==> config.mk <==
export PLATFORM = sky130hd
export DESIGN_NAME = branch_ctrl_flat
export DESIGN_NICKNAME = d
export VERILOG_FILES = /design/src/rtl/branch_ctrl_if.sv /design/src/rtl/branch_ctrl.sv /design/src/flat_wrapper.sv
export SDC_FILE = /design/constraint.sdc
export NUM_CORES = 1
export LEC_CHECK = 0
export ABC_AREA = 1
export BUFFER_PORTS_ARGS = -buffer_cell sky130_fd_sc_hd__clkbuf_2
export CAP_MARGIN = 20
export CORE_MARGIN = 2
export CORE_UTILIZATION = 48
export DETAILED_ROUTE_END_ITERATION = 8
export GPL_TIMING_DRIVEN = 0
export PLACE_DENSITY_LB_ADDON = 0.2
export SLEW_MARGIN = 15
export SYNTH_ARGS = -nofsm -noshare
export SYNTH_HDL_FRONTEND = slang
export SYNTH_SLANG_ARGS = --single-unit
==> constraint.sdc <==
create_clock -name clock -period 1.6 [get_ports clock]
set_clock_uncertainty 0.05 [all_clocks]
set_input_delay 0.08 -clock clock [delete_from_list [all_inputs] [get_ports clock]]
set_output_delay 0.08 -clock clock [all_outputs]
set_load 0.005 [all_outputs]
==> src/rtl/branch_ctrl_if.sv <==
// Execute-stage control-transfer bundle between the pipeline and branch_ctrl.
// The master side drives the execute-stage inputs; the slave side is the controller.
interface branch_ctrl_if;
  logic        valid_in;
  logic        stall;
  logic [4:0]  opcode;
  logic        eq_in;
  logic        gt_in;
  logic [31:0] pc_plus1;
  logic [16:0] imm;
  logic [26:0] target;
  logic        redirect;
  logic [31:0] redirect_pc;
  logic        flush;
  logic        busy;
  logic [15:0] taken_count;

  modport master (
    output valid_in, stall, opcode, eq_in, gt_in, pc_plus1, imm, target,
    input  redirect, redirect_pc, flush, busy, taken_count
  );

  modport slave (
    input  valid_in, stall, opcode, eq_in, gt_in, pc_plus1, imm, target,
    output redirect, redirect_pc, flush, busy, taken_count
  );
endinterface

==> src/rtl/branch_ctrl.sv <==
// Branch/jump resolution in execute: redirects fetch on a taken transfer and
// squashes the two wrong-path fetch/decode slots behind it.
module branch_ctrl (
  input  logic          clock,
  input  logic          reset,
  branch_ctrl_if.slave  bus
);

  typedef enum logic [1:0] {
    IDLE   = 2'b00,
    FLUSH1 = 2'b01,
    FLUSH2 = 2'b10
  } state_t;

  localparam logic [4:0] OP_BNE = 5'b00010;
  localparam logic [4:0] OP_BLT = 5'b00110;
  localparam logic [4:0] OP_J   = 5'b00001;
  localparam logic [4:0] OP_JAL = 5'b00011;

  state_t      state_q, state_d;
  logic        redirect_q, redirect_d;
  logic        flush_q, flush_d;
  logic [31:0] redirect_pc_q, redirect_pc_d;
  logic [15:0] taken_count_q, taken_count_d;

  logic        taken;
  logic [31:0] next_pc;

  // blt tests A < B from the A==B / A>B comparator outputs.
  always_comb begin
    taken   = 1'b0;
    next_pc = bus.pc_plus1 + {{15{bus.imm[16]}}, bus.imm};
    unique case (bus.opcode)
      OP_BNE:        taken = ~bus.eq_in;
      OP_BLT:        taken = ~bus.eq_in & ~bus.gt_in;
      OP_J, OP_JAL: begin
        taken   = 1'b1;
        next_pc = {5'b0, bus.target};
      end
      default:       taken = 1'b0;
    endcase
  end

  always_comb begin
    state_d       = state_q;
    redirect_d    = 1'b0;
    flush_d       = flush_q;
    redirect_pc_d = redirect_pc_q;
    taken_count_d = taken_count_q;
    if (!bus.stall) begin
      unique case (state_q)
        IDLE: begin
          flush_d = 1'b0;
          if (bus.valid_in && taken) begin
            state_d       = FLUSH1;
            redirect_d    = 1'b1;
            flush_d       = 1'b1;
            redirect_pc_d = next_pc;
            taken_count_d = taken_count_q + 16'd1;
          end
        end
        FLUSH1: begin
          state_d = FLUSH2;
          flush_d = 1'b1;
        end
        FLUSH2: begin
          state_d = IDLE;
          flush_d = 1'b0;
        end
        default: begin
          state_d = IDLE;
          flush_d = 1'b0;
        end
      endcase
    end
  end

  always_ff @(posedge clock) begin
    if (reset) begin
      state_q       <= IDLE;
      redirect_q    <= 1'b0;
      flush_q       <= 1'b0;
      redirect_pc_q <= '0;
      taken_count_q <= '0;
    end else begin
      state_q       <= state_d;
      redirect_q    <= redirect_d;
      flush_q       <= flush_d;
      redirect_pc_q <= redirect_pc_d;
      taken_count_q <= taken_count_d;
    end
  end

  assign bus.redirect    = redirect_q;
  assign bus.flush       = flush_q;
  assign bus.redirect_pc = redirect_pc_q;
  assign bus.taken_count = taken_count_q;
  assign bus.busy        = (state_q != IDLE);

endmodule

==> src/flat_wrapper.sv <==
// flat-port wrapper written by rule: the top's interface ports become plain ports
module branch_ctrl_flat 
  (clock, reset, bus_valid_in, bus_stall, bus_opcode, bus_eq_in, bus_gt_in, bus_pc_plus1, bus_imm, bus_target, bus_redirect, bus_redirect_pc, bus_flush, bus_busy, bus_taken_count);
  branch_ctrl_if bus_i ();
  input  logic clock;
  input  logic reset;
  input wire logic [$bits(bus_i.valid_in)-1:0] bus_valid_in;
  input wire logic [$bits(bus_i.stall)-1:0] bus_stall;
  input wire logic [$bits(bus_i.opcode)-1:0] bus_opcode;
  input wire logic [$bits(bus_i.eq_in)-1:0] bus_eq_in;
  input wire logic [$bits(bus_i.gt_in)-1:0] bus_gt_in;
  input wire logic [$bits(bus_i.pc_plus1)-1:0] bus_pc_plus1;
  input wire logic [$bits(bus_i.imm)-1:0] bus_imm;
  input wire logic [$bits(bus_i.target)-1:0] bus_target;
  output wire logic [$bits(bus_i.redirect)-1:0] bus_redirect;
  output wire logic [$bits(bus_i.redirect_pc)-1:0] bus_redirect_pc;
  output wire logic [$bits(bus_i.flush)-1:0] bus_flush;
  output wire logic [$bits(bus_i.busy)-1:0] bus_busy;
  output wire logic [$bits(bus_i.taken_count)-1:0] bus_taken_count;
  assign bus_i.valid_in = bus_valid_in;
  assign bus_i.stall = bus_stall;
  assign bus_i.opcode = bus_opcode;
  assign bus_i.eq_in = bus_eq_in;
  assign bus_i.gt_in = bus_gt_in;
  assign bus_i.pc_plus1 = bus_pc_plus1;
  assign bus_i.imm = bus_imm;
  assign bus_i.target = bus_target;
  assign bus_redirect = bus_i.redirect;
  assign bus_redirect_pc = bus_i.redirect_pc;
  assign bus_flush = bus_i.flush;
  assign bus_busy = bus_i.busy;
  assign bus_taken_count = bus_i.taken_count;
  branch_ctrl u_core (.clock(clock), .reset(reset), .bus(bus_i));
endmodule
; Word level (Yosys, flattened, before mapping)
; Cells that the tools add are included.
[classes]
reduce_logical = 7
n_eq_ne = 6
n_lt_le_gt_ge = 0
n_div = 0
addsub = 2
n_shift = 0
multipliers = 0
bitwise = 5
muxes = 6
[op_table]
columns = cell, n
row1 = 32-bit adder, 1
row2 = 32-bit 2-to-1 mux, 1
row3 = 16-bit by 1-bit adder with 16-bit output (second input constant), 1
row4 = 5-bit by 2-bit equality test with 1-bit output (second input constant), 2
row5 = 5-bit by 1-bit equality test with 1-bit output (second input constant), 1
row6 = 5-bit by 3-bit equality test with 1-bit output (second input constant), 1
row7 = 1-bit NOT, 4
row8 = 2-bit case mux with 2 select lines, 1
row9 = 1-bit case mux with 3 select lines, 1
row10 = 3-bit AND reduction, 1
row11 = 3-bit OR reduction, 1
row12 = 2-bit by 1-bit equality test with 1-bit output (second input constant), 1
row13 = 2-bit zero test, 1
row14 = 2-bit 2-to-1 mux, 1
row15 = 2-bit by 1-bit inequality test with 1-bit output (second input constant), 1
row16 = 1-bit case mux with 2 select lines, 1
row17 = 2-bit AND reduction, 1
row18 = 2-bit nonzero test, 1
row19 = 2-bit OR reduction, 1
row20 = 1-bit AND, 1
row21 = 1-bit logical AND, 1
row22 = 1-bit 2-to-1 mux, 1
[word_totals]
inputBits = 87
mem_bits_rw = 0
output_inout_bits = 51
elab_cells = 31
ff_bits = 52
mem_bits_ro = 0
n_memories = 0
latchBits = 0

; Logic depth before layout (Yosys ltp)
; Gate-level depths: netlist of the first run.
[logic_depth]
ltp_word = 6
depth_mapped = 13
ltp_nobuf = 13

; Least setup slack after synthesis of the first run
; OpenSTA, ideal clock, no wires.
[synth_path]
path_type = input port to flip-flop
startpoint = input bus_imm[0]
endpoint = register u_core.redirect_pc_q[12], in the netlist u_core.bus.redirect_pc[12]
arrival_time_ps = 1499
required_time_ps = 1418
setup_time_ps = 132
path_stages = 11
path_slack_ps = -81
path_buffers = 0
path_cell_list = ha_1 -> fa_1 -> nand2_1 -> nand3_1 -> nand3_1 -> nand2_1 -> nand2_1 -> nand2_1 -> xor2_1 -> o21ai_0 -> a21oi_1
[synth_via]
elab_chain_cells = 2
[synth_rtl]
columns = item, line
row1 = "start, declared", flat_wrapper.sv:13  ; input wire logic [$bits(bus_i.imm)-1:0] bus_imm;
row2 = 32-bit adder, branch_ctrl.sv:32  ; next_pc = bus.pc_plus1 + {{15{bus.imm[16]}}, bus.imm};
row3 = 32-bit 2-to-1 mux, branch_ctrl.sv:33  ; unique case (bus.opcode)
row4 = "end signal, assigned", branch_ctrl.sv:89  ; redirect_pc_q <= redirect_pc_d;
row5 = "end, declared", branch_ctrl.sv:23  ; logic [31:0] redirect_pc_q, redirect_pc_d;
; Every way passes these cells.
; A chain may end at the register's enable or synchronous reset.

; Worst setup path in the final report of the first run
[layout_path]
startpoint = register u_core.state_q[1]
endpoint = register u_core.redirect_pc_q[6], in the netlist u_core.bus.redirect_pc[6]
[layout_via]
elab_chain_cells = 2
[layout_rtl]
columns = item, line
row1 = "start, declared", branch_ctrl.sv:20  ; state_t state_q, state_d;
row2 = "start signal, assigned", branch_ctrl.sv:86  ; state_q <= state_d;
row3 = 2-bit zero test, branch_ctrl.sv:51  ; unique case (state_q)
row4 = 3-bit AND reduction (no line), -
; Every way passes these cells.

==> run_results.csv, run 1 <==
group,metric,value,unit
run,max_cap_viol_count,0,
global_route,grt.overflow.total,0,
outcome,violations,"setup timing",
drt,routed_via_density,5.057,
timing,finalCriticalPeriod,1.686,ns
global_route,grt_pass1_vias,4847,
clock_network,cts-root-buf,"clkbuf_8",
synth,synthCells,832,
drt,vias,5694,
setup_path,critical_path_required,1.77,ns
clock_network,cts_tree,"built",
synth,syn_nets,952,
clock_network,path_clk_slew,0.10,ns
global_route,busiest_layer,"met2",
setup_path,worstPathArrival,1.86,ns
place,dp_cells,1102,
setup_path,cp-end-kind,"register",
global_route,grt_pass1_wl,22.46,mm
global_route,antenna_found_initial,0,
timing,finalSetupViolations,26,
timing,fin_crit_sh,105.4,%
drt,drcViolationCount,0,
global_route,grtUsageMet3,3.322,%
outcome,status,"complete, but fails checks",
final_layout,antenna_cells,0,
power,power_density,543.3,nW/um^2
final_layout,layout-drive-gt1-share,24.17,%
timing,max_slew_margin,61.16,%
drt,antenna_left,0,
synth,ys_warn_count,0,
timing,finalHoldViolCount,0,
synth,synth_top_area_share,25.46,%
setup_path,worstPathMaxFanout,5,
final_layout,fin_cells,1126,
final_layout,multi_input_area,3366,sq um
clock_network,clk_latency,0.31,ns
drt,drt_wl_total,14.93,mm
global_route,track_usage,26.78,%
clock_network,cts_buffers,5,
final_layout,register_area,1049,sq um
drt,avgRoutedWirePerCell,13.26,microns
place,gp_congestion,0.9058,
clock_network,clockBufferDepth,2,
hold_path,hp-class,"input port to register",
synth,synth_area_leader_cell,"nand2_1",
timing,worst_slew_pin_slew,0.5826,ns
place,place_ws,-0.5073,ns
clock_network,cts_max_level,2,
final_layout,fin_nets,1112,
timing,slew_viol_final,0,
die,die_w,103.1,microns
timing,fmax,593.1,MHz
place,post-dp-hpwl,11.57,mm
setup_path,critPathLaunchType,"register",
synth,syn_area,4717,sq um
global_route,grtUsageMet2,46.15,%
die,dieArea,10640,sq um
die,row_count,36,
drt,drt_first_pass_iters,5,
place,numPortBuffers,137,
drt,drt_iter0_markers,285,
setup_path,worstSetupPathType,"register to register",
die,core_area,9639,sq um
synth,ys_seq_area_share,22.07,%
power,power.total,3.349,mW
synth,ys_ff_latch,52,
power,ir_drop,427.1,uV
timing,final.setup.tns,-0.6147,ns
synth,ys_types,35,
timing,postLayoutSetupSlackWorst,-0.08602,ns
global_route,grt_max_degree,17,
power,cellLeakagePower,3.306,nW
final_layout,area_delta_synth_final,30.69,%
global_route,gr-usage-met1,35.54,%
synth,syn_avg_cell_area,5.670,sq um
timing,rsz0062_at_grt,"true",
synth,synth_area_leaders,"nand2_1, dfxtp_1, inv_1",
die,ioPinCount,138,
die,die-height,103.1,microns
clock_network,clock-sinks,52,
final_layout,nFillCells,991,
die,initial_utilization,48.94,%
==> cells by family (layout without fill, tap and decap cells) <==
logic type	Yosys count	count (layout)	share of synthesized area (%)
AND/OR/NAND/NOR	481	481	41.75
buffers and inverters	140	301	11.62
AO/OA/AOI/OAI	106	106	11.94
flip-flops	52	52	22.07
adder cells (fa/ha/maj)	33	33	8.912
XOR/XNOR	20	20	3.714
==> worst paths after layout <==
check                                to  cells past startpoint  slack, ns                       start
max           u_core.bus.redirect_pc[6]                     10      -0.09           u_core.state_q[1]
min                   u_core.state_q[0]                      3       0.02                   bus_stall
max reg2reg   u_core.bus.redirect_pc[6]                     10      -0.09           u_core.state_q[1]
min reg2reg  u_core.bus.redirect_pc[25]                      2       0.42  u_core.bus.redirect_pc[25]
==> synthesized netlist by cell type (all sizes together) <==
| cell | count |
|---|---|
| o21a | 1 |
| nand2 | 321 |
| o21bai | 4 |
| a211o | 1 |
| fa | 1 |
| and3 | 1 |
| nand3 | 62 |
| ha | 32 |
| o21ai | 26 |
| nor3b | 2 |
| nor4 | 1 |
| o211ai | 3 |
| xnor2 | 8 |
| or2 | 3 |
| a21oi | 67 |
| dfxtp | 52 |
| clkbuf | 9 |
| nor3 | 13 |
| a31oi | 4 |
| xor2 | 12 |
| inv | 122 |
| nor2 | 66 |
| buf | 9 |
| nand4 | 11 |
| and2 | 1 |
==> sequential cells by signal, summed over array words and instances, names as in the netlist <==
register and cells:
u_core.bus.taken_count 16, u_core.bus.redirect 1, u_core.bus.redirect_pc 32, u_core.bus.flush 1, u_core.state_q 2
==> layout make-up <==
class,count,share of cell area (%)
Tap cell,133,2.699
Buffer,18,2.476
Clock inverter,1,0.1218
Timing Repair Buffer,153,14.15
Multi-Input combinational cell,640,54.60
Clock buffer,7,1.400
Inverter,122,7.550
Sequential cell,52,17.01
==> layout by cell type (no fill, tap or decap), drive strengths merged, types with 3 or more instances in the layout <==
master / count
nand4: 11
o21bai: 4
nor3: 13
a21oi: 67
nor2: 66
clkbuf: 155
o211ai: 3
xnor2: 8
o21ai: 26
nand3: 62
dlygate4sd3: 3
xor2: 12
buf: 20
inv: 122
dfxtp: 52
or2: 3
ha: 32
a31oi: 4
nand2: 321
==> metal layers <==
layer | up-vias | share of wire [%]
met2 | 206 | 48
met3 | 20 | 6.7
met5 | - | 0
li1 | 2956 | -
met4 | 0 | 1.4
met1 | 2512 | 44
==> through the flow <==
step	area (sq um)	hold WS [ns]	utilization (%)
6_report	6165	0.01747	63.95
2_1_floorplan	4722	0.1705	-
3_5_place_dp	5574	0.2871	57.83
4_1_cts	5842	0.006410	60.60
5_1_grt	6165	0.03498	63.95
3_3_place_gp	5574	0.2886	57.83
==> power breakdown <==
part	switching (mW)	internal, mW	total, mW
clock network	0.447	0.353	0.800
logic	0.758	0.472	1.23
registers	0.0104	1.31	1.32
total	1.22	2.13	3.35
==> worst max-delay path, stage by stage, from the launching register on <==
cell and delay, ns:
dfxtp_2 0.33, or2_1 0.24, nor2_1 0.09, and3_4 0.22, buf_12 0.14, inv_8 0.04
buf_8 0.13, a21oi_1 0.12, o21ai_1 0.09, o211ai_1 0.11, inv_2 0.04
==> repair_timing <==
item	4_1_cts	5_1_grt
resized for setup	28	79
endpoints found under the setup margin	33	45
pin swaps	3	8
endpoints found under the hold margin	3	0
hold buffers	3	0
gates cloned	0	4
buffers inserted	5	4
No activity file was read; power rests on OpenSTA's default activity.
==> inputs of run 2 (changes only) <==
- ABC_AREA: 1 -> unset
- CORE_UTILIZATION: 48 -> 40
==> run_results.csv, run 2 <==
group,metric,value,unit
synth,synth_area_leader_cell,"dfxtp_1",
timing,postLayoutSetupSlackWorst,-0.3820,ns
final_layout,post-route-util,66.51,%
die,dieArea,10880,sq um
global_route,grt_max_degree,16,
power,ir_drop,542.1,uV
hold_path,hp-class,"input port to register",
synth,async_reset_ff_share,0,%
timing,fmax,504.5,MHz
clock_network,path_clk_slew,0.10,ns
global_route,grt.overflow.total,0,
power,combPwrFrac,40.6,%
die,initial_utilization,41.18,%
drt,drt_iter0_markers,218,
final_layout,final_cell_mix,"clkbuf_2, nand2_1, dfxtp_1",
drt,drcViolationCount,0,
synth,synth_top_area_share,25.86,%
synth,yosys_most_used_dff,"dfxtp_1",
die,die-height,104.3,microns
power,p_sw,1.287,mW
setup_path,cp-end-kind,"register",
drt,vias,4817,
synth,syn_area,4025,sq um
setup_path,worstPathMaxFanout,3,
synth,synth_edf_count,0,
hold_path,min_path_cells,3,
clock_network,clk_latency,0.31,ns
final_layout,nFillCells,813,
drt,antenna_left,0,
global_route,antenna_found_initial,0,
power,cellLeakagePower,2.756,nW
clock_network,cts_buffers,5,
outcome,status,"complete, but fails checks",
setup_path,r2r_cells,7,
place,numPortBuffers,137,
timing,slew_viol_final,0,
timing,finalCriticalPeriod,1.982,ns
synth,syn_nets,657,
synth,synth_area_leaders,"dfxtp_1, ha_1, a21oi_1",
setup_path,critPathLaunchType,"input port",
timing,finalHoldViolCount,0,
run,max_cap_viol_count,0,
final_layout,final_common_cell,"clkbuf_2",
setup_path,worstPathArrival,2.17,ns
place,dp_cells,807,
synth,ys_seq_area_share,25.86,%
timing,worst_slew_pin_slew,0.6202,ns
power,p_int,2.463,mW
synth,syn_avg_cell_area,7.496,sq um
drt,drt_wl_total,14.43,mm
place,place_ws,-1.077,ns
global_route,track_usage,24.31,%
timing,max_slew_margin,58.65,%
drt,drt_first_pass_iters,5,
final_layout,fin_cells,861,
clock_network,cts_tree,"built",
die,core_area,9774,sq um
timing,timing.hold.ws,0.02492,ns
setup_path,critical_path_required,1.79,ns
outcome,violations,"setup timing",
power,sw_frac_of_total,34.31,%
synth,synth.top_cells.by_count,"nand2_1, nor2_1, a21oi_1",
power,clockPowerShare,24.1,%
power,p_seq_share,35.2,%
global_route,grt_pass1_wl,21.80,mm
setup_path,worstSetupPathType,"input port to register",
timing,finalSetupViolations,49,
power,power_density,576.8,nW/um^2
clock_network,cts_max_level,2,
timing,fin_crit_sh,123.9,%
final_layout,final_area,6501,sq um
die,ioPinCount,138,
clock_network,clock-sinks,52,
final_layout,layout-drive-gt1-share,46.15,%
timing,final.setup.tns,-12.31,ns
timing,rsz0062_at_grt,"true",
synth,yosysMostFrequentCell,"nand2_1",
drt,routed_via_density,5.595,
place,post-dp-hpwl,10.22,mm
place,gp_congestion,0.8772,
synth,ys_ff_latch,52,
clock_network,cts-root-buf,"clkbuf_8",
final_layout,antenna_cells,0,
final_layout,area_delta_synth_final,61.52,%
global_route,grt_pass1_vias,4575,
synth,ys_types,61,
final_layout,fin_nets,847,
die,die_w,104.3,microns
power,power.total,3.750,mW
synth,ys_warn_count,0,
setup_path,ff2ff_setup_slack,-0.34,ns
drt,avgRoutedWirePerCell,16.76,microns
synth,synthCells,537,
die,row_count,36,
place,dpl_cell_area,5181,sq um
clock_network,clockBufferDepth,2,
final_layout,largest_register_ffs,32,
## run 2: cells by family after synthesis
group	after synthesis	share of synthesized area, %
and+or+nand+nor	208	24.56
DFF	52	25.86
adders and majority gates	33	10.44
xor gates and xnor gates	38	8.269
muxes	2	0.4974
AOI/OAI and AO/OA	165	26.45
buffers and inverters	39	3.917
## run 2: repair_timing
item	4_1_cts	5_1_grt
gates resized for setup	96	85
gates cloned	2	1
hold buffers	8	0
setup buffers	24	18
endpoints found under the setup margin	48	49
pin swaps	48	62
hold endpoints to repair	8	0
## run 2: power groups by stage
| stage | clock network [mW] | registers [mW] | logic, mW |
|---|---|---|---|
| global route | 0.961 | 1.32 | 1.64 |
| detailed placement | 0 | 1.35 | 1.15 |
| global placement | 0 | 1.35 | 1.14 |
| floorplan | 0 | 1.35 | 0.793 |
| finish | 0.905 | 1.32 | 1.52 |
| CTS | 0.903 | 1.32 | 1.32 |
## run 2: cell type report
| cell class | instances | area [sq um] | area share (%) |
|---|---|---|---|
| flip-flops and latches | 52 | 1045 | 16.07 |
| inverters | 10 | 40.04 | 0.6159 |
| multi-input cells | 446 | 3695 | 56.83 |
| clock inverters | 2 | 35.03 | 0.5389 |
| clock buffers | 6 | 72.57 | 1.116 |
| repair buffers | 189 | 1231 | 18.94 |
| well taps | 133 | 166.4 | 2.560 |
| plain buffers | 23 | 216.5 | 3.329 |
## run 2: path summary, 6_finish.rpt
path / startpoint / to
hold reg to reg: u_core.bus.redirect_pc[30] / u_core.bus.redirect_pc[30]
hold / removal: bus_target[15] / u_core.bus.redirect_pc[15]
setup reg to reg: u_core.state_q[1] / u_core.bus.taken_count[13]
setup / recovery: bus_pc_plus1[0] / u_core.bus.redirect_pc[20]
## run 2: worst max-delay path, cell delays in order
cell and delay (ns):
buf_6 0.10, ha_4 0.16, fa_2 0.39, a21oi_4 0.17, o211ai_1 0.19, a41oi_2 0.27, buf_4 0.17, a32oi_2 0.09
xor2_1 0.27, nand2_1 0.13, a31oi_1 0.16
## run 2: per-layer routing
metal	GRT usage (%)	up-vias	wire, microns
li1	-	2344	-
met1	29.67	2305	6082
met2	44.30	141	7381
met3	2.945	27	611
met4	7.239	0	355
met5	0	-	0
